**config.mk**
```make
export PLATFORM = sky130hd
export DESIGN_NAME = ov7670_pixel_capture
export DESIGN_NICKNAME = d
export VERILOG_FILES = /design/src/rtl/ov7670_pkg.sv /design/src/rtl/ov7670_pixel_capture_sync_edge_detect.sv /design/src/rtl/ov7670_pixel_capture.sv
export SDC_FILE = /design/constraint.sdc
export NUM_CORES = 1
export LEC_CHECK = 0
export BUFFER_PORTS_ARGS = -buffer_cell sky130_fd_sc_hd__buf_4
export CORE_ASPECT_RATIO = 1.1
export CORE_MARGIN = 10
export CORE_UTILIZATION = 38
export CTS_CLUSTER_DIAMETER = 30
export CTS_CLUSTER_SIZE = 8
export DETAILED_ROUTE_END_ITERATION = 6
export GPL_TIMING_DRIVEN = 0
export PLACE_DENSITY = 0.57
export SYNTH_ARGS = -nofsm -noshare
export SYNTH_HDL_FRONTEND = slang
export SYNTH_SLANG_ARGS = --single-unit
```
**constraint.sdc**
```tcl
create_clock -name clk -period 1.89 [get_ports clk]
set_clock_uncertainty 0.1 [all_clocks]
set_input_delay 0.378 -clock clk [delete_from_list [all_inputs] [get_ports clk]]
set_output_delay 0.378 -clock clk [all_outputs]
set_load 0.01 [all_outputs]
```
**src/rtl/ov7670_pkg.sv**
```systemverilog
// Shared types and default frame dimensions for the OV7670 capture path and
// the ILI9341 driver.
package ov7670_pkg;

  localparam int unsigned OV_H_PIXELS = 320;
  localparam int unsigned OV_V_LINES  = 240;
  localparam int unsigned OV_X_W      = 9;
  localparam int unsigned OV_Y_W      = 8;
  localparam int unsigned OV_DATA_W   = 8;

  typedef logic [15:0] pixel_t;

  typedef enum logic [2:0] {
    IDLE,
    VBLANK,
    LINE_WAIT,
    HI_BYTE,
    LO_BYTE
  } capture_state_t;

endpackage

```
**src/rtl/ov7670_pixel_capture_sync_edge_detect.sv**
```systemverilog
// Multi-flop synchronizer with registered edge strobes on the low EDGE_WIDTH bits.
// The low EDGE_ONLY bits are strobe-only; their synced level is not exported.
module sync_edge_detect #(
  parameter int unsigned           WIDTH       = 1,
  parameter int unsigned           EDGE_WIDTH  = 1,
  parameter int unsigned           EDGE_ONLY   = 0,
  parameter int unsigned           SYNC_STAGES = 2,
  parameter logic [EDGE_WIDTH-1:0] FALL_MASK   = '0
) (
  input  logic                       clk,
  input  logic                       rst_n,
  input  logic [WIDTH-1:0]           raw,
  output logic [WIDTH-1:EDGE_ONLY]   sync,
  output logic [EDGE_WIDTH-1:0]      strobe
);

  logic [WIDTH-1:0] chain [SYNC_STAGES];
  logic [WIDTH-1:0] prev;
  logic [WIDTH-1:0] last;

  assign last = chain[SYNC_STAGES-1];
  assign sync = prev[WIDTH-1:EDGE_ONLY];

  // Levels and strobes leave through one extra flop so both stay aligned.
  always_ff @(posedge clk or negedge rst_n) begin
    if (!rst_n) begin
      for (int unsigned i = 0; i < SYNC_STAGES; i++) chain[i] <= '0;
      prev   <= '0;
      strobe <= '0;
    end else begin
      chain[0] <= raw;
      for (int unsigned i = 1; i < SYNC_STAGES; i++) chain[i] <= chain[i-1];
      prev   <= last;
      strobe <= (last[EDGE_WIDTH-1:0] ^ prev[EDGE_WIDTH-1:0]) &
                (last[EDGE_WIDTH-1:0] ^ FALL_MASK);
    end
  end

endmodule

```
**src/rtl/ov7670_pixel_capture.sv**
```systemverilog
// OV7670 byte-stream capture: oversamples the camera bus, pairs bytes into
// RGB565 pixels with x/y tags, and reports frame boundaries and errors.
module ov7670_pixel_capture
  import ov7670_pkg::*;
#(
  parameter int unsigned H_PIXELS    = OV_H_PIXELS,
  parameter int unsigned V_LINES     = OV_V_LINES,
  parameter int unsigned SYNC_STAGES = 2
) (
  input  logic                 clk,
  input  logic                 reset,
  input  logic                 vsync,
  input  logic                 href,
  input  logic                 pclk,
  input  logic [OV_DATA_W-1:0] camData,
  output logic                 pixelValid,
  output pixel_t               pixelData,
  output logic [OV_X_W-1:0]    pixelX,
  output logic [OV_Y_W-1:0]    pixelY,
  output logic                 frameStart,
  output logic                 frameDone,
  output logic                 lineError,
  output logic                 overrun
);

  localparam int unsigned RAW_W = OV_DATA_W + 3;
  localparam logic [OV_X_W-1:0] X_MAX = OV_X_W'(H_PIXELS);
  localparam logic [OV_Y_W-1:0] Y_MAX = OV_Y_W'(V_LINES);

  logic [RAW_W-1:1]     sync_lvl;
  logic [2:0]           strobe;
  logic                 href_s, vsync_s;
  logic [OV_DATA_W-1:0] data_s;
  logic                 pclk_edge, href_fall, vsync_rise;

  // Bit 0 pclk (rise), bit 1 href (fall), bit 2 vsync (rise), then data.
  sync_edge_detect #(
    .WIDTH       (RAW_W),
    .EDGE_WIDTH  (3),
    .EDGE_ONLY   (1),
    .SYNC_STAGES (SYNC_STAGES),
    .FALL_MASK   (3'b010)
  ) u_sync (
    .clk    (clk),
    .rst_n  (reset),
    .raw    ({camData, vsync, href, pclk}),
    .sync   (sync_lvl),
    .strobe (strobe)
  );

  assign href_s     = sync_lvl[1];
  assign vsync_s    = sync_lvl[2];
  assign data_s     = sync_lvl[RAW_W-1:3];
  assign pclk_edge  = strobe[0];
  assign href_fall  = strobe[1];
  assign vsync_rise = strobe[2];

  capture_state_t       state_q, state_d;
  logic [OV_X_W-1:0]    x_q, x_d;
  logic [OV_Y_W-1:0]    y_q, y_d;
  logic [OV_DATA_W-1:0] hi_q, hi_d;
  logic                 valid_d, start_d, done_d, lerr_d, ovr_d;
  pixel_t               data_d;
  logic [OV_X_W-1:0]    px_d;
  logic [OV_Y_W-1:0]    py_d;

  always_ff @(posedge clk or negedge reset) begin
    if (!reset) begin
      state_q    <= IDLE;
      x_q        <= '0;
      y_q        <= '0;
      hi_q       <= '0;
      pixelValid <= 1'b0;
      pixelData  <= '0;
      pixelX     <= '0;
      pixelY     <= '0;
      frameStart <= 1'b0;
      frameDone  <= 1'b0;
      lineError  <= 1'b0;
      overrun    <= 1'b0;
    end else begin
      state_q    <= state_d;
      x_q        <= x_d;
      y_q        <= y_d;
      hi_q       <= hi_d;
      pixelValid <= valid_d;
      pixelData  <= data_d;
      pixelX     <= px_d;
      pixelY     <= py_d;
      frameStart <= start_d;
      frameDone  <= done_d;
      lineError  <= lerr_d;
      overrun    <= ovr_d;
    end
  end

  always_comb begin
    state_d = state_q;
    x_d     = x_q;
    y_d     = y_q;
    hi_d    = hi_q;
    valid_d = 1'b0;
    data_d  = pixelData;
    px_d    = pixelX;
    py_d    = pixelY;
    start_d = 1'b0;
    done_d  = 1'b0;
    lerr_d  = 1'b0;
    ovr_d   = overrun;

    if (vsync_rise) begin
      // A new frame always wins, even over a half-received pixel.
      state_d = VBLANK;
      start_d = 1'b1;
      ovr_d   = 1'b0;
      done_d  = (state_q != IDLE) &&
                ((y_q != '0) || (state_q == HI_BYTE) || (state_q == LO_BYTE));
      x_d     = '0;
      y_d     = '0;
    end else begin
      case (state_q)
        IDLE: state_d = IDLE;
        VBLANK: begin
          x_d = '0;
          y_d = '0;
          if (!vsync_s) state_d = LINE_WAIT;
        end
        LINE_WAIT, HI_BYTE: begin
          if (href_fall && state_q == HI_BYTE) begin
            state_d = LINE_WAIT;
            x_d     = '0;
            if (x_q != '0) y_d = y_q + OV_Y_W'(1);
          end else if (pclk_edge && href_s) begin
            hi_d    = data_s;
            state_d = LO_BYTE;
          end
        end
        LO_BYTE: begin
          if (href_fall) begin
            state_d = LINE_WAIT;
            lerr_d  = 1'b1;
            x_d     = '0;
            if (x_q != '0) y_d = y_q + OV_Y_W'(1);
          end else if (pclk_edge && href_s) begin
            state_d = HI_BYTE;
            if (x_q < X_MAX && y_q < Y_MAX) begin
              valid_d = 1'b1;
              data_d  = {hi_q, data_s};
              px_d    = x_q;
              py_d    = y_q;
              x_d     = x_q + OV_X_W'(1);
            end else begin
              ovr_d = 1'b1;
            end
          end
        end
        default: state_d = IDLE;
      endcase
    end
  end

endmodule
```
==> impl_metrics.py <==
metrics = {
    "critical_path": {
        "timing.critical_path.from_type": "register",
        "reg2reg_depth": 6,
        "reg2reg_slack_ps": -130,
        "timing.rr.end": "pixelData[12]",
        "cp_cell_sequence": "or4b_4, nor2_4, nand2_4, inv_6, buf_8, mux2_4",
        "cp_max_fo": 5,
        "arrival_ps": 2150,
        "crit_required_ps": 2010,
        "crit_path_max_incr_delay_ps": 580,
        "critPathTopFamily": "simple AND/OR/NAND/NOR gates",
        "end_kind": "register",
        "crit_slowest_cell": "or4b_4",
        "path_class": "register to register",
        "worstReg2RegStart": "state_q[0]",
        "critPathBufInv": 2,
    },
    "timing": {
        "fmax_ghz": 0.494,
        "hold_viol": 0,
        "fin_crit_sh_pct": 107,
        "tightest_slew_ps": 516,
        "final-max-slew-violation-count": 0,
        "relSlewSlack_pct": 65.6,
        "fin_crit_ps": 2020,
        "hold_ws_ps": 38.7,
        "rsz0062_at_grt": "yes",
        "setup_viol": 32,
        "setup_slack_ps": -134,
    },
    "clock_tree": {
        "clkLatencyLatePin_ps": 340,
        "clk_root_buffer_cell": "clkbuf_16",
        "htreeDepth": 3,
        "path_clk_slew_ps": 70,
        "cts_buffer_depth": 2,
        "cts_tree": "yes",
        "clock-sinks": 102,
        "numCtsBuffers": 9,
    },
    "min_path": {
        "min_path_cells": 1,
        "min_to": "u_sync.chain[17]",
        "min-delay-start": "camData[3]",
        "hp-class": "input pin to register",
    },
    "cells_and_area": {
        "nets": 392,
        "nFillCells": 890,
        "fin_util_pct": 50.6,
        "design_area_sq_um": 5210,
        "syn2layout_area_growth_pct": 31.6,
        "num_antenna_cells": 0,
        "drive_above_1_share_pct": 39.7,
    },
    "placed_design": {
        "io_buffer_count": 50,
        "placed_cell_area_sq_um": 4520,
        "dp_worst_setup_slack_ps": -316,
        "hpwl_mm": 5.33,
        "place.gp.congestion": 0.861,
    },
    "routing": {
        "wl_per_cell_um": 15.9,
        "num_vias": 2678,
        "ant_nets": 0,
        "highest_layer": "met4",
        "drt-total-wl_mm": 8.30,
        "drt_iter0_drc": 153,
        "routed-wl-met2_mm": 4.09,
        "drc": 0,
        "firstDrtPassIters": 4,
        "vias_per_cell": 5.12,
        "wl_met3_um": 419,
        "wirelength_met1_mm": 3.71,
    },
    "grt": {
        "grt_pass1_wl_mm": 13.8,
        "grt_usage_pct": 11.1,
        "grt_overflow": 0,
        "antenna_found_initial": 0,
        "grt_max_degree": 103,
        "grt_pass1_vias": 2742,
    },
    "synth": {
        "synth_flop_cell": "dfrtp_1",
        "synth_area_per_cell_sq_um": 13.2,
        "synth_area_sq_um": 3960,
        "syn_nets": 317,
        "synth.area.top_cells": "dfrtp_1, mux2_2, o21ai_0",
        "synth-warning-count": 0,
        "yosysTopAreaCell": "dfrtp_1",
        "yosysTopAreaCellShare_pct": 64.5,
        "async_flop_share_pct": 100,
        "syn_inst": 300,
        "synth-seq-area-share_pct": 64.5,
        "synth-seq-cells": 102,
        "synth_edf_count": 0,
        "netlist-cell-type-count": 50,
    },
    "floorplan": {
        "fp.dieArea_sq_um": 14900,
        "core_area_sq_um": 10300,
        "die_w_um": 117,
        "rows": 39,
        "die_height_um": 127,
        "pin_count": 51,
        "initial_core_util_pct": 38.4,
    },
    "pwr": {
        "power_mw": 5.02,
        "p_per_area_nw_per_um2": 963,
        "leakagePower_nw": 2.47,
        "vdd_drop_max_uv": 448,
    },
    "outcome": {
        "status": "complete, but fails checks",
        "violations": "negative setup slack",
    },
    "run": {
        "cap_violations": 0,
    },
}
placed cells by master (no fill, tap or decap), drive strengths merged, types with 3 or more instances in the layout:
cell type  instances
or4                5
o21ai             25
nand4              6
a211o              3
or4b               3
a31oi              6
buf               70
inv               20
o211ai             5
mux2              36
clkbuf            15
nand3              9
dfrtp            102
ha                 4
a21oi             11
nand2             11
a32o               3
nor2b              5
nor2               9
synthesized netlist by cell type (all sizes together) (3+ instances only):
cell type and count:
inv 16, a211o 3, a21oi 11, nor2 9, ha 4, a31oi 6, nor2b 5, nand2 11
o211ai 5, clkbuf 7, or4b 3, buf 6, nand4 6, or4 5, a32o 3, o21ai 25
nand3 9, mux2 36, dfrtp 102
cell type report:
class                           count  area [sq um]  share of cell area (%)
Timing Repair Buffer               68           573                    11.0
Clock inverter                      7          95.1                    1.83
Buffer                              9          60.1                    1.15
Tap cell                          143           179                    3.44
Multi-Input combinational cell    169          1460                    28.0
Inverter                           16          65.1                    1.25
Clock buffer                        9           225                    4.32
Sequential cell                   102          2550                    49.1
through the flow:
stage                     instances  TNS, ps
after floorplan                 300     -590
after global placement          493    -7220
after detailed placement        493    -7240
after CTS                       519    -2000
after global routing            523    -4820
final                           523    -2300
where the power goes:
group | internal (mW) | total (mW) | switching (mW)
clock network | 1.07 | 1.94 | 0.870
logic | 0.310 | 0.630 | 0.320
registers | 2.35 | 2.45 | 0.101
total | 3.73 | 5.02 | 1.29
cell families after synthesis:
kind of cell | count (synthesis) | share of synthesized area [%]
adders and majority gates | 4 | 1.26
muxes | 37 | 10.5
DFF | 102 | 64.5
and+or+nand+nor | 63 | 9.86
AOI/OAI and AO/OA | 65 | 10.6
buffers and inverters | 29 | 3.32
worst register-to-register path, stage by stage (launching register included):
cell and delay, ps:
dfrtp_2 440, or4b_4 580, nor2_4 170, nand2_4 100, inv_6 100, buf_8 130
mux2_4 300
sequential cells by signal, summed over array words and instances, names as in the netlist:
register / flops
frameDone: 1
frameStart: 1
hi_q: 8
lineError: 1
overrun: 1
pixelData: 16
pixelValid: 1
pixelX: 9
pixelY: 8
state_q: 3
u_sync.chain: 11
u_sync.last: 11
u_sync.prev: 11
u_sync.strobe: 3
x_q: 9
y_q: 8
how the worst max path moves through the flow:
stage                           from  cells after the start  slack [ps]            end
finish                    state_q[0]                      6        -130  pixelData[12]
detailed placement            x_q[7]                      7        -320  pixelData[10]
CTS                 u_sync.strobe[2]                      7        -140  pixelData[12]
floorplan           u_sync.strobe[2]                      7         -80  pixelData[10]
global placement              x_q[7]                      7        -310  pixelData[11]
global route              state_q[0]                      6        -190  pixelData[12]
timing repair:
item	in CTS	in global routing
pin swaps	1	6
cloned	1	1
buffers inserted	11	4
resized for setup	31	34
hold buffers	0	1
endpoints found under the hold margin	0	4
setup endpoints to repair	56	50
per-layer routing:
layer	up-vias	track usage, %
met1	1350	13.9
met3	11	3.08
met2	78	18.0
li1	1239	-
met5	-	0
met4	0	4.35
(Power assumes the default switching activity.)
